`src/rtl/dtw_pkg.sv`:
```
// dtw_pkg: shared state type, score constants and cost-to-score mapping
package dtw_pkg;
  localparam int SCORE_MAX = 100;
  localparam int SCORE_W = 32;
  typedef enum logic [2:0] {
    S_IDLE, S_CLEAR, S_FEED, S_FLUSH, S_WAIT, S_REPORT, S_FINISH
  } dtw_seq_state_t;
  function automatic logic [SCORE_W-1:0] cost_to_score(input logic [31:0] cost, input int unsigned shift);
    logic [31:0] c;
    c = cost >> shift;
    return (c >= 32'(SCORE_MAX)) ? '0 : 32'(SCORE_MAX) - c;
  endfunction
endpackage

```
`src/rtl/dtw_pair_feeder.sv`:
```
// dtw_pair_feeder: lock-step pair popping and per-window sample counting
module dtw_pair_feeder #(
  parameter int WINDOW_LEN = 64
) (
  input  logic clk,
  input  logic rst,
  input  logic active,
  input  logic clear,
  input  logic stop,
  input  logic refer_empty,
  input  logic dance_empty,
  output logic pop,
  output logic window_full,
  output logic stop_flush
);
  localparam int CW = $clog2(WINDOW_LEN + 1);
  logic [CW-1:0] sample_cnt;
  always_comb begin
    pop = active && !stop && !refer_empty && !dance_empty;
    window_full = pop && sample_cnt == CW'(WINDOW_LEN - 1);
    stop_flush = active && stop && sample_cnt != '0;
  end
  always_ff @(posedge clk)
    if (rst || clear) sample_cnt <= '0;
    else if (pop) sample_cnt <= sample_cnt + 1'b1;
endmodule

```
`src/rtl/dtw_game_sequencer.sv`:
```
// dtw_game_sequencer: windows paired samples into the DTW accelerator and scores each window
module dtw_game_sequencer
  import dtw_pkg::*;
#(
  parameter int WINDOW_LEN = 64,
  parameter int NUM_WINDOWS = 16,
  parameter int COST_SHIFT = 8,
  parameter int TIMEOUT = 4096
) (
  input  logic               clk,
  input  logic               rst,
  input  logic               game_start,
  input  logic               game_stop,
  input  logic               refer_empty,
  input  logic               dance_empty,
  output logic               refer_pop,
  output logic               dance_pop,
  output logic               dtw_valid,
  output logic               dtw_clear,
  output logic               dtw_flush,
  input  logic               dtw_done,
  input  logic [31:0]        dtw_score,
  output logic [SCORE_W-1:0] score,
  output logic               score_valid,
  output logic [SCORE_W-1:0] total_score,
  output logic [15:0]        window_idx,
  output logic               busy,
  output logic               game_done,
  output logic               timeout_err
);
  localparam int TW = $clog2(TIMEOUT) + 1;
  dtw_seq_state_t state, state_nxt;
  logic [TW-1:0] timer;
  logic stop_pending, stop_eff, pop, window_full, stop_flush, timed_out, win_end, last_win;
  logic [SCORE_W-1:0] new_score;
  logic [SCORE_W:0] sum;
  dtw_pair_feeder #(.WINDOW_LEN(WINDOW_LEN)) u_feeder (
    .clk(clk),
    .rst(rst),
    .active(state == S_FEED),
    .clear(state == S_CLEAR),
    .stop(stop_eff),
    .refer_empty(refer_empty),
    .dance_empty(dance_empty),
    .pop(pop),
    .window_full(window_full),
    .stop_flush(stop_flush)
  );
  always_comb begin
    stop_eff = game_stop || stop_pending;
    timed_out = state == S_WAIT && !dtw_done && timer == TW'(TIMEOUT - 2);
    win_end = state == S_WAIT && (dtw_done || timed_out);
    new_score = cost_to_score(timed_out ? '1 : dtw_score, COST_SHIFT);
    sum = {1'b0, total_score} + {1'b0, new_score};
    last_win = NUM_WINDOWS != 0 && window_idx == 16'(NUM_WINDOWS);
    refer_pop = pop;
    dance_pop = pop;
    dtw_valid = pop;
    dtw_clear = state == S_CLEAR;
    dtw_flush = state == S_FLUSH;
    score_valid = state == S_REPORT;
    busy = state != S_IDLE;
    game_done = state == S_FINISH;
  end
  always_comb begin
    state_nxt = state;
    case (state)
      S_IDLE:   state_nxt = game_start ? S_CLEAR : S_IDLE;
      S_CLEAR:  state_nxt = S_FEED;
      S_FEED:   state_nxt = stop_eff ? (stop_flush ? S_FLUSH : S_FINISH) : window_full ? S_FLUSH : S_FEED;
      S_FLUSH:  state_nxt = S_WAIT;
      S_WAIT:   state_nxt = win_end ? S_REPORT : S_WAIT;
      S_REPORT: state_nxt = (stop_eff || last_win) ? S_FINISH : S_CLEAR;
      default:  state_nxt = S_IDLE;
    endcase
  end
  always_ff @(posedge clk)
    state <= rst ? S_IDLE : state_nxt;
  always_ff @(posedge clk)
    if (rst) begin
      timer <= '0;
      stop_pending <= 1'b0;
      score <= '0;
      total_score <= '0;
      window_idx <= '0;
      timeout_err <= 1'b0;
    end else begin
      timer <= state == S_WAIT ? timer + 1'b1 : '0;
      stop_pending <= (state == S_IDLE || state == S_FINISH) ? 1'b0 : stop_pending || game_stop;
      if (state == S_IDLE && game_start) begin
        total_score <= '0;
        window_idx <= '0;
        timeout_err <= 1'b0;
      end
      if (win_end) begin
        score <= new_score;
        total_score <= sum[SCORE_W] ? '1 : sum[SCORE_W-1:0];
        window_idx <= window_idx + 1'b1;
        if (timed_out) timeout_err <= 1'b1;
      end
    end
endmodule

```
`config.mk`:
```
export PLATFORM = sky130hd
export DESIGN_NAME = dtw_game_sequencer
export DESIGN_NICKNAME = d
export VERILOG_FILES = /design/src/rtl/dtw_pkg.sv /design/src/rtl/dtw_pair_feeder.sv /design/src/rtl/dtw_game_sequencer.sv
export SDC_FILE = /design/constraint.sdc
export NUM_CORES = 1
export LEC_CHECK = 0
export BUFFER_PORTS_ARGS = -buffer_cell sky130_fd_sc_hd__buf_2
export CELL_PAD_IN_SITES_DETAIL_PLACEMENT = 0
export CELL_PAD_IN_SITES_GLOBAL_PLACEMENT = 2
export CORE_MARGIN = 3
export CORE_UTILIZATION = 29
export DETAILED_ROUTE_END_ITERATION = 16
export PLACE_DENSITY = 0.79
export SKIP_LAST_GASP = 1
export SYNTH_ARGS = -nofsm -noshare
export SYNTH_HDL_FRONTEND = slang
export SYNTH_SLANG_ARGS = --single-unit
export TNS_END_PERCENT = 20
```
`constraint.sdc`:
```
create_clock -name clk -period 4.5 [get_ports clk]
set_clock_uncertainty 0.1 [all_clocks]
set_input_delay 0.45 -clock clk [delete_from_list [all_inputs] [get_ports clk]]
set_output_delay 0.45 -clock clk [all_outputs]
set_load 0.01 [all_outputs]
```
==> results.cfg, run 1 <==
[run_status]
status = finished, final reports clean

[grt]
grt_overflow = 0
grt_max_degree = 35
grt_pass1_vias = 5714
grt_pass1_wl_mm = 29.1
grtUsageTotal_pct = 16.3
antenna_found_initial = 0

[power_and_ir_drop]
finalPower_w = 0.00194
ir_drop_v = 0.000158
power_leakage_nw = 3.78
power.density_nw_per_um2 = 228

[clock_network]
cts_tree = built
hold_buffers = 0
clk_latency_ns = 0.35
h-tree-depth = 3
cts.clk_slew.worst_paths_ns = 0.08
cts_buffers = 9
clockBufferDepth = 2
cts-root-buf = clkbuf_16
cts_sinks = 98

[hold_path]
holdPathStages = 2
min_from = score[1]
hp-class = reg2reg
hold-path-endpoint = score[1]

[sta]
rsz0062_at_grt = true
finalMaxSlewViolations = 0
period_share_pct = 96.9
layout_setup_ws_ns = 0.139
setup_viol = 0
hold_violations = 0
fmax_ghz = 0.229
tightest_slew_ns = 0.783
period_needed_ns = 4.36
slew_headroom_pct = 47.6

[layout]
multiInputGateArea_sq_um = 4270
antenna_cells = 0
seqCellArea_sq_um = 1970
final_area_sq_um = 8510
nets = 1023
syn2layout_area_growth_pct = 42.7
fillers = 2025
drive_above_1_share_pct = 39.1

[critical_path]
reg2reg_slack_ns = 0.14
r2r_cells = 25
crit_fanout = 5
r2r-end = total_score[28]
cp_slowest_stage_delay_ns = 0.41
required_ns = 4.65
cp_slowest_cell = a311o_1
arrival_ns = 4.51
crit_path_start_kind = flip-flop
r2r_start = timer[0]
cp-end-kind = flip-flop
setup.worst_path.class = reg2reg

[floorplan]
initial_core_util_pct = 30.1
dieArea_sq_um = 22300
die_height_um = 149
io_pins = 128
chipWidth_um = 149
core-area_sq_um = 19800
rows = 51

[place]
dpl_cell_area_sq_um = 7580
place.gp.congestion = 0.880
io_buffers = 119
dpl_worst_slack_ns = -0.221
place_hpwl_mm = 13.9

[yosys]
synth_most_common_cell = dfxtp_1
syn_inst = 724
synth_cell_types = 68
synth-seq-cells = 98
syn-cell-area_sq_um = 5970
synthTopCellsByCount = dfxtp_1, a21oi_1, nor2_1
synth_flop_cell = dfxtp_1
yosysTopAreaCellShare_pct = 32.9
synth_area_leader_cell = dfxtp_1
yosys_warnings = 0
synth_edf_count = 0
ys_seq_area_share_pct = 32.9
postSynthAreaPerCell_sq_um = 8.24
synth.area.top_cells = dfxtp_1, ha_1, a21oi_1
synthArstFlopShare_pct = 0

[detailed_routing]
antenna_left = 0
detail_route.drc_violations = 0
totalWireLength_mm = 18.8
viasPerCell = 4.89
drt_iter0_drc = 202
drtPass1Iterations = 4
wl_per_cell_um = 15.5
num_vias = 5932

[job]
drv_cap = 0
[flip-flops by register name, summed over array words and instances, names as in the netlist]
name                 cells
window_idx              16
state                    3
score                   25
u_feeder.sample_cnt      7
timer                   13
total_score             32
timeout_err              1
stop_pending             1
[logic make-up (layout without fill, tap and decap cells)]
logic type                 Yosys count  in the layout  synth area share (%)
AOI/OAI and AO/OA                  223            223                  24.3
and+or+nand+nor                    247            247                  21.2
muxes                                3              3                 0.524
other                                1              9                0.0628
DFF                                 98             98                  32.9
adders and majority gates           40             40                  8.51
xor gates and xnor gates            52             52                  7.76
buffers and inverters               60            277                  4.84
[how the worst max path moves through the flow]
stage,slack (ns),end,cells past startpoint,startpoint
4_1_cts,-0.04,total_score[28],23,state[1]
6_report,0.14,total_score[28],25,timer[0]
2_1_floorplan,0.005,total_score[28],24,state[2]
5_1_grt,-0.13,total_score[29],22,state[0]
3_5_place_dp,-0.22,total_score[28],24,dtw_done
3_3_place_gp,-0.18,total_score[28],18,dtw_score[19]
[cell usage in the layout, fill, tap and decap left out, types with 5 or more instances in the layout]
cell,netlist,routed
buf_2,8,119
buf_4,12,117
dfxtp_1,98,93
a21oi_1,85,73
nor2_1,80,72
nand2_1,48,44
ha_1,39,29
a21o_1,29,28
xor2_1,29,27
xnor2_1,22,22
nand3_1,27,20
a211oi_1,31,17
inv_1,16,15
o21a_1,15,15
o21ai_0,20,15
a211oi_2,0,14
a21oi_2,0,10
and2_1,10,10
nor3_1,14,9
conb_1,1,9
clkbuf_16,0,9
nor2_2,3,8
nand4_1,8,8
nand3_2,0,7
nor4_1,8,7
and3_1,7,7
ha_4,0,7
buf_6,1,7
nand2b_1,8,6
a31oi_1,8,6
dfxtp_2,0,5
[power breakdown]
group	switching [W]	internal [W]
clock	0.000363	0.000433
combinational	0.000157	0.0000974
sequential	0.0000121	0.000881
total	0.000532	0.00141
[metal layers]
layer | wire, um | vias to the layer above | GRT usage, %
li1 | - | 3049 | -
met1 | 8960 | 2763 | 22.0
met2 | 8780 | 103 | 27.4
met3 | 742 | 17 | 1.94
met4 | 317 | 0 | 5.03
met5 | 0 | - | 0
[worst max-delay path: cells and delay by family, from the launching register on]
kind            cells  cell delay (ns)
compound gates      5             0.98
simple gates       12             1.55
xor+xnor            1             0.16
fa+ha+maj           3             0.69
buf+inv             4             0.45
flops               1             0.33
[stage by stage]
step / hold WS (ns) / utilization [%] / setup TNS (ns) / cells
after floorplan: 0.341 / - / 0 / 732
after global placement: 0.338 / 38.2 / -2.38 / 1187
after detailed placement: 0.339 / 38.2 / -2.94 / 1187
after CTS: 0.355 / 40.2 / -0.107 / 1207
after global routing: 0.377 / 42.9 / -0.802 / 1214
final: 0.356 / 42.9 / 0 / 1214
[area by class of cell]
type,count,share of cell area (%)
Sequential cell,98,23.1
Inverter,16,0.705
Tap cell,265,3.89
Timing Repair Buffer,245,18.7
Clock buffer,10,2.69
Multi-Input combinational cell,574,50.1
Clock inverter,6,0.764
[timing repair]
item                                    in CTS  in global routing
hold endpoints to repair                     0                  0
endpoints found under the setup margin      24                 32
gates resized for setup                      9                107
setup buffers                                4                  9
pin swaps                                    2                 46
gates cloned                                 0                  1
Power figures use the tool's default switching activity.
==> run 2: changes to the inputs <==
--- a/config.mk
+++ b/config.mk
@@ -11,7 +11,7 @@
 export CORE_MARGIN = 3
 export CORE_UTILIZATION = 29
 export DETAILED_ROUTE_END_ITERATION = 16
-export PLACE_DENSITY = 0.79
+export PLACE_DENSITY = 0.85
 export SKIP_LAST_GASP = 1
 export SYNTH_ARGS = -nofsm -noshare
 export SYNTH_HDL_FRONTEND = slang
==> run 2 against run 1 <==
Sequential power hardly changed. Critical path depth is 1 lower. Combinational power is 5% lower. Sequential share of layout area is 0.65 points higher. Final cell count is 0.25% lower.
==> results.cfg, run 2 (synthesized netlist as in run 1, its figures left out) <==
[run_status]
status = finished, final reports clean

[layout]
final_cell_mix = buf_2, buf_4, dfxtp_1
fin_cells = 1211
drive_above_1_share_pct = 35.9
largest_register_ffs = 32
antenna_cells = 0
nets = 1021
largest-register = total_score
syn2layout_area_growth_pct = 38.8
post-route-util_pct = 41.8
reg.largest.list = total_score x32, score x25, window_idx x16

[grt]
grt_max_degree = 37
grt_pass1_vias = 5662
antenna_found_initial = 0
grt_overflow = 0
grtUsageTotal_pct = 15.9
grt_pass1_wl_mm = 28.7

[hold_path]
hp-class = reg2reg

[floorplan]
core-area_sq_um = 19800
initial_core_util_pct = 30.1
io_pins = 128
die_height_um = 149
chipWidth_um = 149
dieArea_sq_um = 22300
rows = 51

[critical_path]
setup.worst_path.class = reg2reg
crit_fanout = 6
cp-end-kind = flip-flop
arrival_ns = 4.52
required_ns = 4.65
crit_path_start_kind = flip-flop

[sta]
period_needed_ns = 4.37
tightest_slew_ns = 0.767
setup_viol = 0
slew_headroom_pct = 48.4
period_share_pct = 97.2
hold_violations = 0
finalMaxSlewViolations = 0
rsz0062_at_grt = true
fmax_ghz = 0.229

[clock_network]
cts.clk_slew.worst_paths_ns = 0.07
cts_tree = built
cts_buffers = 9
hold_buffers = 0
h-tree-depth = 3
cts_sinks = 98
clockBufferDepth = 2
clk_latency_ns = 0.36
cts-root-buf = clkbuf_16

[detailed_routing]
num_vias = 5918
wl_per_cell_um = 14.8
detail_route.drc_violations = 0
drtPass1Iterations = 4
drt_iter0_drc = 257
totalWireLength_mm = 17.9
antenna_left = 0
viasPerCell = 4.89

[place]
place_inst = 1187
place_hpwl_mm = 13.4
place.gp.congestion = 0.854
io_buffers = 119

[power_and_ir_drop]
power_leakage_nw = 3.73
ir_drop_v = 0.000135
power.density_nw_per_um2 = 228
finalPower_w = 0.00189

[job]
drv_cap = 0
run 2: final timing paths:
kind	from	end	slack (ns)	depth (start not counted)
setup reg to reg	timer[0]	total_score[28]	0.13	24
setup / recovery	timer[0]	total_score[28]	0.13	24
hold / removal	score[13]	score[13]	0.36	1
hold reg to reg	score[13]	score[13]	0.36	1
run 2: report_power, final:
part           total (W)  switching, W  internal (W)
registers       0.000893     0.0000117      0.000882
logic           0.000242      0.000148     0.0000940
clock network   0.000752      0.000349      0.000403
total            0.00189      0.000509       0.00138
run 2: cell type report:
cell class / count / area [sq um]
Clock inverter: 4 / 26.3
Clock buffer: 11 / 253
Inverter: 16 / 60.1
Tap cell: 265 / 332
Timing Repair Buffer: 243 / 1550
Multi-Input combinational cell: 574 / 4090
Sequential cell: 98 / 1970
Fill cell: 2055 / 11600
run 2: worst max-delay path, cell delays in order (launching register included):
cell      delay (ns)
dfxtp_2         0.33
inv_1           0.04
ha_1            0.19
nand3_2         0.08
nor3_2          0.04
buf_4           0.15
nor2_4          0.13
ha_4            0.17
nor2b_4         0.04
nand2b_4        0.13
a311o_1         0.36
nor4_4          0.22
xor2_2          0.17
buf_6           0.15
nor2_1          0.05
ha_1            0.33
buf_6           0.13
a21o_1          0.15
a21o_1          0.19
a31oi_4         0.24
o21ai_2         0.10
nor3_4          0.23
nand3_1         0.08
or3_1           0.30
and3_1          0.16
run 2: what timing repair did:
item | CTS | global route
buffers inserted | 5 | 4
gates resized for setup | 31 | 43
endpoints found under the setup margin | 27 | 32
pin swaps | 15 | 33
run 2: per-layer routing:
layer / track usage (%) / wire [um] / vias up
met4: 4.30 / 248 / 0
met5: 0 / 0 / -
met3: 3.00 / 981 / 19
met1: 21.9 / 8490 / 2713
met2: 25.5 / 8160 / 143
li1: - / - / 3043
run 2: per-stage QoR:
step	instance area (sq um)	hold slack (ns)	setup TNS [ns]	worst slack (ns)
final	8290	0.355	0	0.128
after detailed placement	7580	0.341	-4.92	-0.257
after global routing	8290	0.364	-1.48	-0.116
after CTS	8060	0.360	-0.256	-0.0623
after floorplan	6020	0.341	0	0.00515
after global placement	7580	0.338	-3.82	-0.219
==> run 3: changes to the inputs <==
--- a/config.mk
+++ b/config.mk
@@ -5,15 +5,18 @@
 export SDC_FILE = /design/constraint.sdc
 export NUM_CORES = 1
 export LEC_CHECK = 0
+export ABC_CLOCK_PERIOD_IN_PS = 4500
 export BUFFER_PORTS_ARGS = -buffer_cell sky130_fd_sc_hd__buf_2
 export CELL_PAD_IN_SITES_DETAIL_PLACEMENT = 0
 export CELL_PAD_IN_SITES_GLOBAL_PLACEMENT = 2
 export CORE_MARGIN = 3
 export CORE_UTILIZATION = 29
+export CTS_BUF_LIST = sky130_fd_sc_hd__clkbuf_4
 export DETAILED_ROUTE_END_ITERATION = 16
 export PLACE_DENSITY = 0.85
 export SKIP_LAST_GASP = 1
 export SYNTH_ARGS = -nofsm -noshare
 export SYNTH_HDL_FRONTEND = slang
+export SYNTH_HIERARCHICAL = 1
 export SYNTH_SLANG_ARGS = --single-unit
 export TNS_END_PERCENT = 20
==> run 3 against run 2 <==
Combinational power grew 69%. Critical endpoint is now total_score[26]. Synthesized cell count is 5.0% higher. Final area shrank 4.6%.
==> results.cfg, run 3 <==
[detailed_routing]
drt_iter0_drc = 231
detail_route.drc_violations = 0
antenna_left = 0
drtPass1Iterations = 5
wl_per_cell_um = 15.1
num_vias = 6101
totalWireLength_mm = 18.5
viasPerCell = 4.98

[yosys]
synthArstFlopShare_pct = 0
synth-seq-cells = 98
synth.area.top_cells = dfxtp_1, ha_1, a21oi_1
synth_cell_types = 63
ys_seq_area_share_pct = 32.5
synth_most_common_cell = dfxtp_1
syn_inst = 760
yosysTopAreaCellShare_pct = 32.5
synth_flop_cell = dfxtp_1
synth_edf_count = 0
yosys_warnings = 6
synthTopCellsByCount = dfxtp_1, a21oi_1, nand2_1
syn-cell-area_sq_um = 6040
synth_area_leader_cell = dfxtp_1
postSynthAreaPerCell_sq_um = 7.94

[critical_path]
cp_slowest_stage_delay_ns = 0.43
crit_path_start_kind = flip-flop
arrival_ns = 4.65
crit_fanout = 8
crit_top_cell = buf_4
cp-end-kind = flip-flop
critPathBufInv = 5
setup.worst_path.class = reg2reg
required_ns = 4.76
cp_slowest_cell = or4_4
path_cells = and4_1 -> nand3_2 -> nor3_4 -> nor2_2 -> ha_2 -> a21oi_2 -> nor2_1 -> or4_4 -> buf_6 -> buf_4 -> nor3_1 -> buf_4 -> ha_1 -> buf_4 -> buf_4 -> and2_1 -> nand2_1 -> a31oi_4 -> nor3_2 -> o21ai_2 -> xnor2_1 -> a211oi_2
crit_family = simple AND/OR/NAND/NOR gates

[grt]
grt_pass1_wl_mm = 30.2
grt_pass1_vias = 5872
grt_overflow = 0
grtUsageTotal_pct = 16.6
grt_max_degree = 44
antenna_found_initial = 1

[place]
io_buffers = 119
place_hpwl_mm = 14.0
place.gp.congestion = 0.899
dpl_worst_slack_ns = -0.485
dpl_cell_area_sq_um = 7570

[sta]
rsz0062_at_grt = true
hold_violations = 0
hold_slack_ns = 0.274
setup_viol = 0
period_needed_ns = 4.39
finalMaxSlewViolations = 0
tightest_slew_ns = 1.12
period_share_pct = 97.6
layout_setup_ws_ns = 0.109
fmax_ghz = 0.228
slew_headroom_pct = 24.8

[floorplan]
rows = 52
die_height_um = 150
io_pins = 128
initial_core_util_pct = 29.6
core-area_sq_um = 20400
dieArea_sq_um = 22600
chipWidth_um = 150

[layout]
largest_register_ffs = 32
multiInputGateArea_sq_um = 4000
drive_above_1_share_pct = 30.5
syn2layout_area_growth_pct = 30.9
reg.largest.list = total_score x32, score x25, window_idx x16
fillers = 2166
layout_commonest_cell = buf_2
largest-register = total_score
nets = 1029
final_area_sq_um = 7900
seqCellArea_sq_um = 1960
final_cell_mix = buf_2, buf_4, dfxtp_1

[clock_network]
cts_sinks = 98
cts-root-buf = clkbuf_4
clk_latency_ns = 0.48
cts_buffers = 9
clockBufferDepth = 2
h-tree-depth = 3
cts_tree = built
hold_buffers = 0
cts.clk_slew.worst_paths_ns = 0.17

[power_and_ir_drop]
power_leakage_nw = 3.50
power.density_nw_per_um2 = 238
ir_drop_v = 0.0000956

[hold_path]
hp-class = in2reg

[job]
drv_cap = 0

[run_status]
status = finished, final reports clean
[run 3: area by class of cell]
cell class	count	share of cell area [%]
multi-input cells	600	50.6
flip-flops and latches	98	24.9
repair buffers	218	17.2
well taps	270	4.27
clock inverters	6	1.14
inverters	23	1.09
clock buffers	9	0.855
diodes	1	0.0317
[run 3: metal layers]
metal / global-route usage (%) / routed length (um) / up-vias / part of all wire (%)
met3: 2.44 / 677 / 13 / 3.7
met5: 0 / 0 / - / 0
met4: 3.61 / 200 / 0 / 1.1
met2: 28.5 / 8840 / 110 / 48
li1: - / - / 3114 / -
met1: 22.0 / 8740 / 2864 / 47
[run 3: timing repair]
item | CTS | global route
gates cloned | 0 | 0
endpoints found under the setup margin | 32 | 32
gates resized for setup | 19 | 19
buffers inserted | 3 | 1
pin swaps | 4 | 7
[run 3: metrics by stage]
step                      setup TNS (ns)  cells  total power, W  utilization (%)
final                                  0   1225         0.00188             38.8
after CTS                        -0.0345   1223         0.00191             38.4
after floorplan                        0    768         0.00119                -
after global routing               -3.39   1225         0.00199             38.8
after detailed placement           -9.79   1205         0.00134             37.2
after global placement             -6.33   1205         0.00134             37.2
[run 3: worst reg2reg max path, delay by kind of cell (launching register included)]
family                     cells  cell delay, ns
AOI/OAI and AO/OA              4            0.35
xor gates and xnor gates       1            0.24
adders and majority gates      2            0.43
buffers and inverters          5            0.78
and+or+nand+nor               10            2.03
DFF                            1            0.37
[run 3: worst paths after layout]
| path | from | to | slack (ns) | cells past startpoint |
|---|---|---|---|---|
| worst min register to register | score[6] | score[6] | 0.36 | 2 |
| worst min-delay path | game_stop | stop_pending | 0.27 | 3 |
| worst max register to register | timer[9] | total_score[26] | 0.11 | 22 |
| worst max-delay path | timer[9] | total_score[26] | 0.11 | 22 |
[run 3: power breakdown]
group	internal (W)	switching, W	total, W
Sequential	0.000896	0.0000244	0.000920
Clock	0.000224	0.000331	0.000555
Combinational	0.000145	0.000264	0.000408
[run 3: kinds of logic (layout without fill, tap and decap cells)]
kind of cell,after synthesis,after routing,share of synthesized area [%]
buf+inv,70,256,5.16
fa+ha+maj,40,40,8.42
compound gates,221,221,22.9
mux,8,8,1.41
simple gates,279,279,23.3
xor+xnor,43,43,6.24
flops,98,98,32.5
other cells,1,10,0.0621
